<file path="src/rtl/nibble_serial_subtractor_pkg.sv">
// Shared definitions for the nibble-serial subtractor: slice width, FSM states
// and the slice-counter width helper.
package sub_pkg;

  localparam int SLICE_W = 4;

  typedef enum logic [1:0] {
    IDLE,
    RUN,
    DONE
  } state_t;

  // A single-slice configuration still needs a 1-bit counter.
  function automatic int cnt_width(input int n);
    return (n > 1) ? $clog2(n) : 1;
  endfunction

endpackage

</file>
<file path="src/rtl/nibble_serial_subtractor_slice.sv">
// Combinational 4-bit subtract slice using borrow generate/propagate lookahead.
module borrow_lookahead_sub_4bit (
  input  logic [3:0] a,
  input  logic [3:0] b,
  input  logic       bi,
  output logic [3:0] d,
  output logic       bo
);

  logic [3:0] g;
  logic [3:0] p;
  logic [3:0] c;

  assign g = ~a & b;
  assign p = ~(a ^ b);

  assign c[0] = bi;
  assign c[1] = g[0] | (p[0] & bi);
  assign c[2] = g[1] | (p[1] & g[0]) | (p[1] & p[0] & bi);
  assign c[3] = g[2] | (p[2] & g[1]) | (p[2] & p[1] & g[0])
              | (p[2] & p[1] & p[0] & bi);

  assign d  = a ^ b ^ c;
  assign bo = g[3] | (p[3] & g[2]) | (p[3] & p[2] & g[1])
            | (p[3] & p[2] & p[1] & g[0]) | (p[3] & p[2] & p[1] & p[0] & bi);

endmodule

</file>
<file path="src/rtl/nibble_serial_subtractor.sv">
// Multi-cycle subtractor: diff = a - b - bin, one nibble per cycle through a
// single shared lookahead slice, with valid/ready on both sides.
module nibble_serial_subtractor #(
  parameter int WIDTH = 16
) (
  input  logic             clk,
  input  logic             rst,
  input  logic             in_valid,
  output logic             in_ready,
  input  logic [WIDTH-1:0] a,
  input  logic [WIDTH-1:0] b,
  input  logic             bin,
  output logic             out_valid,
  input  logic             out_ready,
  output logic [WIDTH-1:0] diff,
  output logic             bout,
  output logic             ovf
);

  import sub_pkg::*;

  localparam int NSLICE = WIDTH / SLICE_W;
  localparam int CW     = cnt_width(NSLICE);
  localparam int MSB    = WIDTH - 1;

  state_t          state;
  state_t          state_d;
  logic [CW-1:0]   cnt;
  logic [WIDTH-1:0] a_r;
  logic [WIDTH-1:0] b_r;
  logic [WIDTH-1:0] diff_r;
  logic            borrow_r;
  logic            bout_r;
  logic            ovf_r;
  logic            accept;
  logic            last;

  logic [SLICE_W-1:0] s_a;
  logic [SLICE_W-1:0] s_b;
  logic [SLICE_W-1:0] s_d;
  logic               s_bo;

  assign s_a = a_r[int'(cnt)*SLICE_W +: SLICE_W];
  assign s_b = b_r[int'(cnt)*SLICE_W +: SLICE_W];

  borrow_lookahead_sub_4bit u_slice (
    .a  (s_a),
    .b  (s_b),
    .bi (borrow_r),
    .d  (s_d),
    .bo (s_bo)
  );

  always_comb begin
    state_d = state;
    accept  = 1'b0;
    last    = 1'b0;
    case (state)
      IDLE: begin
        if (in_valid) begin
          accept  = 1'b1;
          state_d = RUN;
        end
      end
      RUN: begin
        if (cnt == CW'(NSLICE - 1)) begin
          last    = 1'b1;
          state_d = DONE;
        end
      end
      DONE: begin
        if (out_ready) state_d = IDLE;
      end
      default: state_d = IDLE;
    endcase
  end

  always_ff @(posedge clk) begin
    if (rst) state <= IDLE;
    else     state <= state_d;
  end

  always_ff @(posedge clk) begin
    if (rst) begin
      cnt      <= '0;
      a_r      <= '0;
      b_r      <= '0;
      diff_r   <= '0;
      borrow_r <= 1'b0;
      bout_r   <= 1'b0;
      ovf_r    <= 1'b0;
    end else if (accept) begin
      cnt      <= '0;
      a_r      <= a;
      b_r      <= b;
      diff_r   <= '0;
      borrow_r <= bin;
      bout_r   <= 1'b0;
      ovf_r    <= 1'b0;
    end else if (state == RUN) begin
      diff_r[int'(cnt)*SLICE_W +: SLICE_W] <= s_d;
      borrow_r <= s_bo;
      // Counter returns to 0 after the last slice so it never indexes past the operands.
      cnt <= last ? '0 : cnt + 1'b1;
      if (last) begin
        bout_r <= s_bo;
        ovf_r  <= (a_r[MSB] != b_r[MSB]) && (s_d[SLICE_W-1] != a_r[MSB]);
      end
    end
  end

  assign in_ready  = (state == IDLE);
  assign out_valid = (state == DONE);
  assign diff      = diff_r;
  assign bout      = bout_r;
  assign ovf       = ovf_r;

endmodule

</file>
<file path="config.mk">
export PLATFORM = sky130hd
export DESIGN_NAME = nibble_serial_subtractor
export DESIGN_NICKNAME = d
export VERILOG_FILES = /design/src/rtl/nibble_serial_subtractor_pkg.sv /design/src/rtl/nibble_serial_subtractor_slice.sv /design/src/rtl/nibble_serial_subtractor.sv
export SDC_FILE = /design/constraint.sdc
export NUM_CORES = 1
export LEC_CHECK = 0
export ABC_CLOCK_PERIOD_IN_PS = 3400
export CAP_MARGIN = 20
export CELL_PAD_IN_SITES_DETAIL_PLACEMENT = 0
export CELL_PAD_IN_SITES_GLOBAL_PLACEMENT = 1
export CORE_MARGIN = 1.5
export CORE_UTILIZATION = 40
export DETAILED_ROUTE_END_ITERATION = 8
export DONT_BUFFER_PORTS = 1
export PLACE_DENSITY_LB_ADDON = 0.1
export SLEW_MARGIN = 20
export SYNTH_ARGS = -nofsm -noshare
export SYNTH_HDL_FRONTEND = slang
export SYNTH_SLANG_ARGS = --single-unit
</file>
<file path="constraint.sdc">
create_clock -name clk -period 3.4 [get_ports clk]
set_input_delay 1.02 -clock clk [delete_from_list [all_inputs] [get_ports clk]]
set_output_delay 1.02 -clock clk [all_outputs]
set_load 0.01 [all_outputs]
</file>
==> reports/results.ini, run 1 <==
[sta]
finalSetupViolations=0
finClkSkew_ns=0.00523
rsz0062_at_grt=false
setup_tns_ns=0
fmax_mhz=379
fin_crit_ns=2.64
relSlewSlack_pct=48.9
tightest_slew_ns=0.766
layout_setup_ws_ns=0.763
fin_crit_sh_pct=77.6
slew_viol_final=0
hold_violations=0

[worst_hold_path]
min_path_type=flop to flop
whs_endpoint=b_r[1]
min_path_cells=2
min_from=b_r[1]

[synthesis]
synth_flop_cell=dfxtp_1
synthCells=273
ys.warnings.count=0
syn_area_mm2=0.00242
synthTopCellsByCount=nand2_1, dfxtp_1, a21oi_1
yosysSeqAreaShare_pct=45.6
synth_top_area_share_pct=45.6
synth_cell_types=30
yosysTopAreaCell=dfxtp_1
ys_ff_latch=55
avgSynthCellArea_um2=8.85
synth_edf_count=0
yosysMostFrequentCell=nand2_1
synth_async_sr_flop_share_pct=0
synth_area_leaders=dfxtp_1, nand2_1, a21oi_1
syn_nets=321

[floorplan]
ios=57
initial_core_util_pct=41.1
core_mm2=0.00589
floorplan.die.width_um=80.7
die_y_um=80.7
dieArea_mm2=0.00652
rows=28

[pwr]
powerDensity_mw_per_mm2=531
p_leak_nw=0.941
peakVddDrop_v=0.000190

[placement]
dp_hpwl_um=3880
port-buffer-count=0
place_ws_ns=0.756
placed_cells=336
place_congestion=0.728
place_area_mm2=0.00247

[global_route]
grt_antenna_before_repair=0
grt_pass1_vias=1724
grt_max_degree=37
grt_usage_pct=17.5
grt_pass1_wl_um=8600
overflow=0

[drt]
routed_wirelength_um=5340
routedWlPerCell_um=15.5
num_vias=1824
ant_nets=0
first_pass_iters=4
drc=0
vias_per_cell=5.30
drt_iter0_drc=95

[clock_tree]
clkTransAtPathRegs_ns=0.10
ctsHoldBuffers=0
postCtsResizedCells=0
numCtsBuffers=5
clockRootBuffer=clkbuf_8
clockBufferDepth=2
worstSkewPairLatency_ns=0.31
cts_tree=yes
clock-sinks=55
post_cts_buffers=0
htree_levels=2

[cells_and_area]
syn_to_final_growth_pct=8.03
fin_area_mm2=0.00261
fin_nets=316
drive_above_1_share_pct=10.0
fin_cells=344
diodes=0
n_fill_cell=626

[run_status]
outcome=complete, no violations

[setup_path]
cp-end-kind=flop
cp.arrival_ns=2.81
worstPathMaxFanout=9
worstReg2RegStart=cnt[0]
required_ns=3.57
reg2regPathDepth=9
r2r-end=ovf
critPathLaunchType=flop
critPathKind=flop to flop
rrSetupSlack_ns=0.76

[run]
drv_cap=0

==> logic make-up after synthesis <==
| family | Yosys count | synth area share, % |
|---|---|---|
| compound gates | 61 | 15.2 |
| xor+xnor | 3 | 1.40 |
| fa+ha+maj | 11 | 6.01 |
| buf+inv | 24 | 4.04 |
| flops | 55 | 45.6 |
| mux | 9 | 7.87 |
| simple gates | 110 | 19.9 |
==> critical path: stages, from the launching register on <==
cell and delay (ns):
dfxtp_1 0.34, buf_4 0.19, mux4_2 0.51, inv_1 0.11, ha_1 0.23, a21o_1 0.21
a31oi_2 0.23, xor2_2 0.31, mux2i_1 0.26, a211oi_2 0.09
==> layout by cell type (no fill, tap or decap), drive strengths merged, types with 3 or more instances in the layout <==
cell type and count:
ha 10, buf 4, nand2 71, nor4b 3
nor2b 4, mux4 8, a21oi 39, inv 8
nand2b 3, a22oi 16, dfxtp 55, nor2 22
clkbuf 5
==> per-layer routing <==
layer | up-vias | GRT usage, % | wire length [µm]
li1 | 920 | - | -
met1 | 855 | 23.9 | 2590
met2 | 42 | 27.1 | 2360
met3 | 7 | 5.11 | 331
met4 | 0 | 4.66 | 57
met5 | - | 0 | 0
==> worst max-delay path by stage <==
stage | cells after the start | slack [ns] | from | endpoint
floorplan | 9 | 0.71 | cnt[0] | ovf
global placement | 9 | 0.80 | cnt[0] | ovf
detailed placement | 9 | 0.76 | cnt[0] | ovf
CTS | 9 | 0.73 | cnt[0] | ovf
global route | 9 | 0.57 | cnt[0] | ovf
finish | 9 | 0.76 | cnt[0] | ovf
==> flip-flops by register name, indices dropped and copies added, names as in the netlist <==
name      flops
ovf           1
state         2
diff         16
a_r          16
borrow_r      1
bout          1
cnt           2
b_r          16
==> stage by stage <==
stage	util, %	hold slack [ns]	total power [mW]
finish	44.3	0.456	1.39
global route	44.3	0.478	1.45
CTS	44.3	0.459	1.40
detailed placement	42.0	0.444	0.892
global placement	42.0	0.437	0.890
floorplan	-	0.433	0.851
==> report_power, final <==
| part | internal [mW] | total, mW | switching (mW) |
|---|---|---|---|
| sequential | 0.673 | 0.693 | 0.0199 |
| clock | 0.294 | 0.514 | 0.220 |
| combinational | 0.0669 | 0.180 | 0.113 |
==> layout make-up <==
type	count	area [µm²]	share of cell area (%)
repair buffers	4	30.0	1.15
multi-input cells	194	1220	46.7
flip-flops and latches	55	1100	42.2
well taps	75	93.8	3.60
clock buffers	5	68.8	2.64
clock inverters	3	67.6	2.59
inverters	8	30.0	1.15
(Power assumes the default switching activity.)
==> run 2: changes to the inputs <==
- ABC_CLOCK_PERIOD_IN_PS: 3400 -> 2500
- clock period: 3.4 -> 2.5 ns (I/O delays scaled with it)
==> reports/results.ini, run 2 (synthesis gave the netlist of run 1 again) <==
[worst_hold_path]
min_path_type=flop to flop
min_from=b_r[2]

[floorplan]
die_y_um=80.7
core_mm2=0.00589
dieArea_mm2=0.00652
initial_core_util_pct=41.1
floorplan.die.width_um=80.7
rows=28
ios=57

[clock_tree]
numCtsBuffers=5
clockRootBuffer=clkbuf_8
clkTransAtPathRegs_ns=0.09
htree_levels=2
clockBufferDepth=2
worstSkewPairLatency_ns=0.31
cts_tree=yes
post_cts_buffers=0
clock-sinks=55
postCtsResizedCells=0
ctsHoldBuffers=0

[sta]
fin_crit_ns=2.35
finClkSkew_ns=0.00462
tightest_slew_ns=0.786
relSlewSlack_pct=47.6
finalSetupViolations=0
fmax_mhz=426
setup_tns_ns=0
fin_crit_sh_pct=94.0
hold_violations=0
rsz0062_at_grt=false
slew_viol_final=0

[drt]
num_vias=1858
routed_wirelength_um=5250
ant_nets=0
drc=0
first_pass_iters=4
routedWlPerCell_um=15.0
vias_per_cell=5.31
drt_iter0_drc=67

[global_route]
grt_pass1_wl_um=8390
grt_antenna_before_repair=0
grt_usage_pct=17.2
overflow=0
grt_max_degree=37
grt_pass1_vias=1719

[setup_path]
cp.arrival_ns=2.51
cp-end-kind=flop
worstPathMaxFanout=6
worstReg2RegStart=cnt[0]
required_ns=2.67
critPathLaunchType=flop
crit_start=cnt[0]
critPathKind=flop to flop

[pwr]
powerDensity_mw_per_mm2=649
power_frac_comb_pct=16.5
total_power_mw=1.70
peakVddDrop_v=0.000276
p_leak_nw=0.956
p_sw_share_pct=27.8
intPower_mw=1.22
seq_power_share_pct=55.6
clock_power_share_pct=27.9
switchingPower_mw=0.472

[cells_and_area]
syn_to_final_growth_pct=8.18
final_common_cell=nand2_1
final_cell_mix=nand2_1, dfxtp_1, a21oi_1, nor2_1, a22oi_1
n_fill_cell=629
fin_cells=350
fin_area_mm2=0.00261
drive_above_1_share_pct=12.0
fin_nets=322
diodes=0

[run_status]
outcome=complete, no violations

[placement]
place_congestion=0.719
placed_cells=342
place_area_mm2=0.00252
port-buffer-count=0
dp_hpwl_um=3810

[run]
drv_cap=0

run 2: routing by layer:
metal  track usage, %  share of wire, %  vias up
met5                0                 0        -
met4             6.55               1.9        0
met3             4.20               5.2       10
met2             26.1                45       47
met1             23.4                48      875
li1                 -                 -      926
run 2: area by class of cell:
class / count / area [µm²] / area share, %
flip-flops and latches: 55 / 1100 / 42.3
clock buffers: 5 / 68.8 / 2.63
multi-input cells: 194 / 1230 / 46.9
clock inverters: 3 / 15.0 / 0.574
well taps: 75 / 93.8 / 3.59
inverters: 8 / 30.0 / 1.15
repair buffers: 10 / 75.1 / 2.87
run 2: power groups by stage:
stage               logic, mW  clock network (mW)  registers, mW
floorplan               0.204                   0          0.954
global placement        0.276                   0          0.965
detailed placement      0.281                   0          0.965
CTS                     0.281               0.491          0.944
global route            0.313               0.526          0.949
finish                  0.280               0.474          0.943
run 2: stage by stage:
stage | setup slack [ns] | hold slack (ns) | util, %
floorplan | 0.0188 | 0.433 | -
global placement | 0.136 | 0.435 | 42.8
detailed placement | 0.0726 | 0.441 | 42.8
CTS | 0.0631 | 0.454 | 44.2
global route | 0.00166 | 0.475 | 44.4
finish | 0.151 | 0.451 | 44.4
run 2: worst max-delay path, cell delays in order (launching register included):
cell and delay [ns]:
dfxtp_4 0.41, mux4_2 0.51, inv_1 0.07, ha_1 0.29
a21o_1 0.25, a31oi_4 0.17, xor2_2 0.18, mux2i_1 0.23
a211oi_2 0.09
run 2: path summary, 6_finish.rpt:
path / depth (start not counted) / end / slack [ns]
max: 8 / ovf / 0.15
min: 2 / b_r[2] / 0.45
max reg2reg: 8 / ovf / 0.15
min reg2reg: 2 / b_r[2] / 0.45
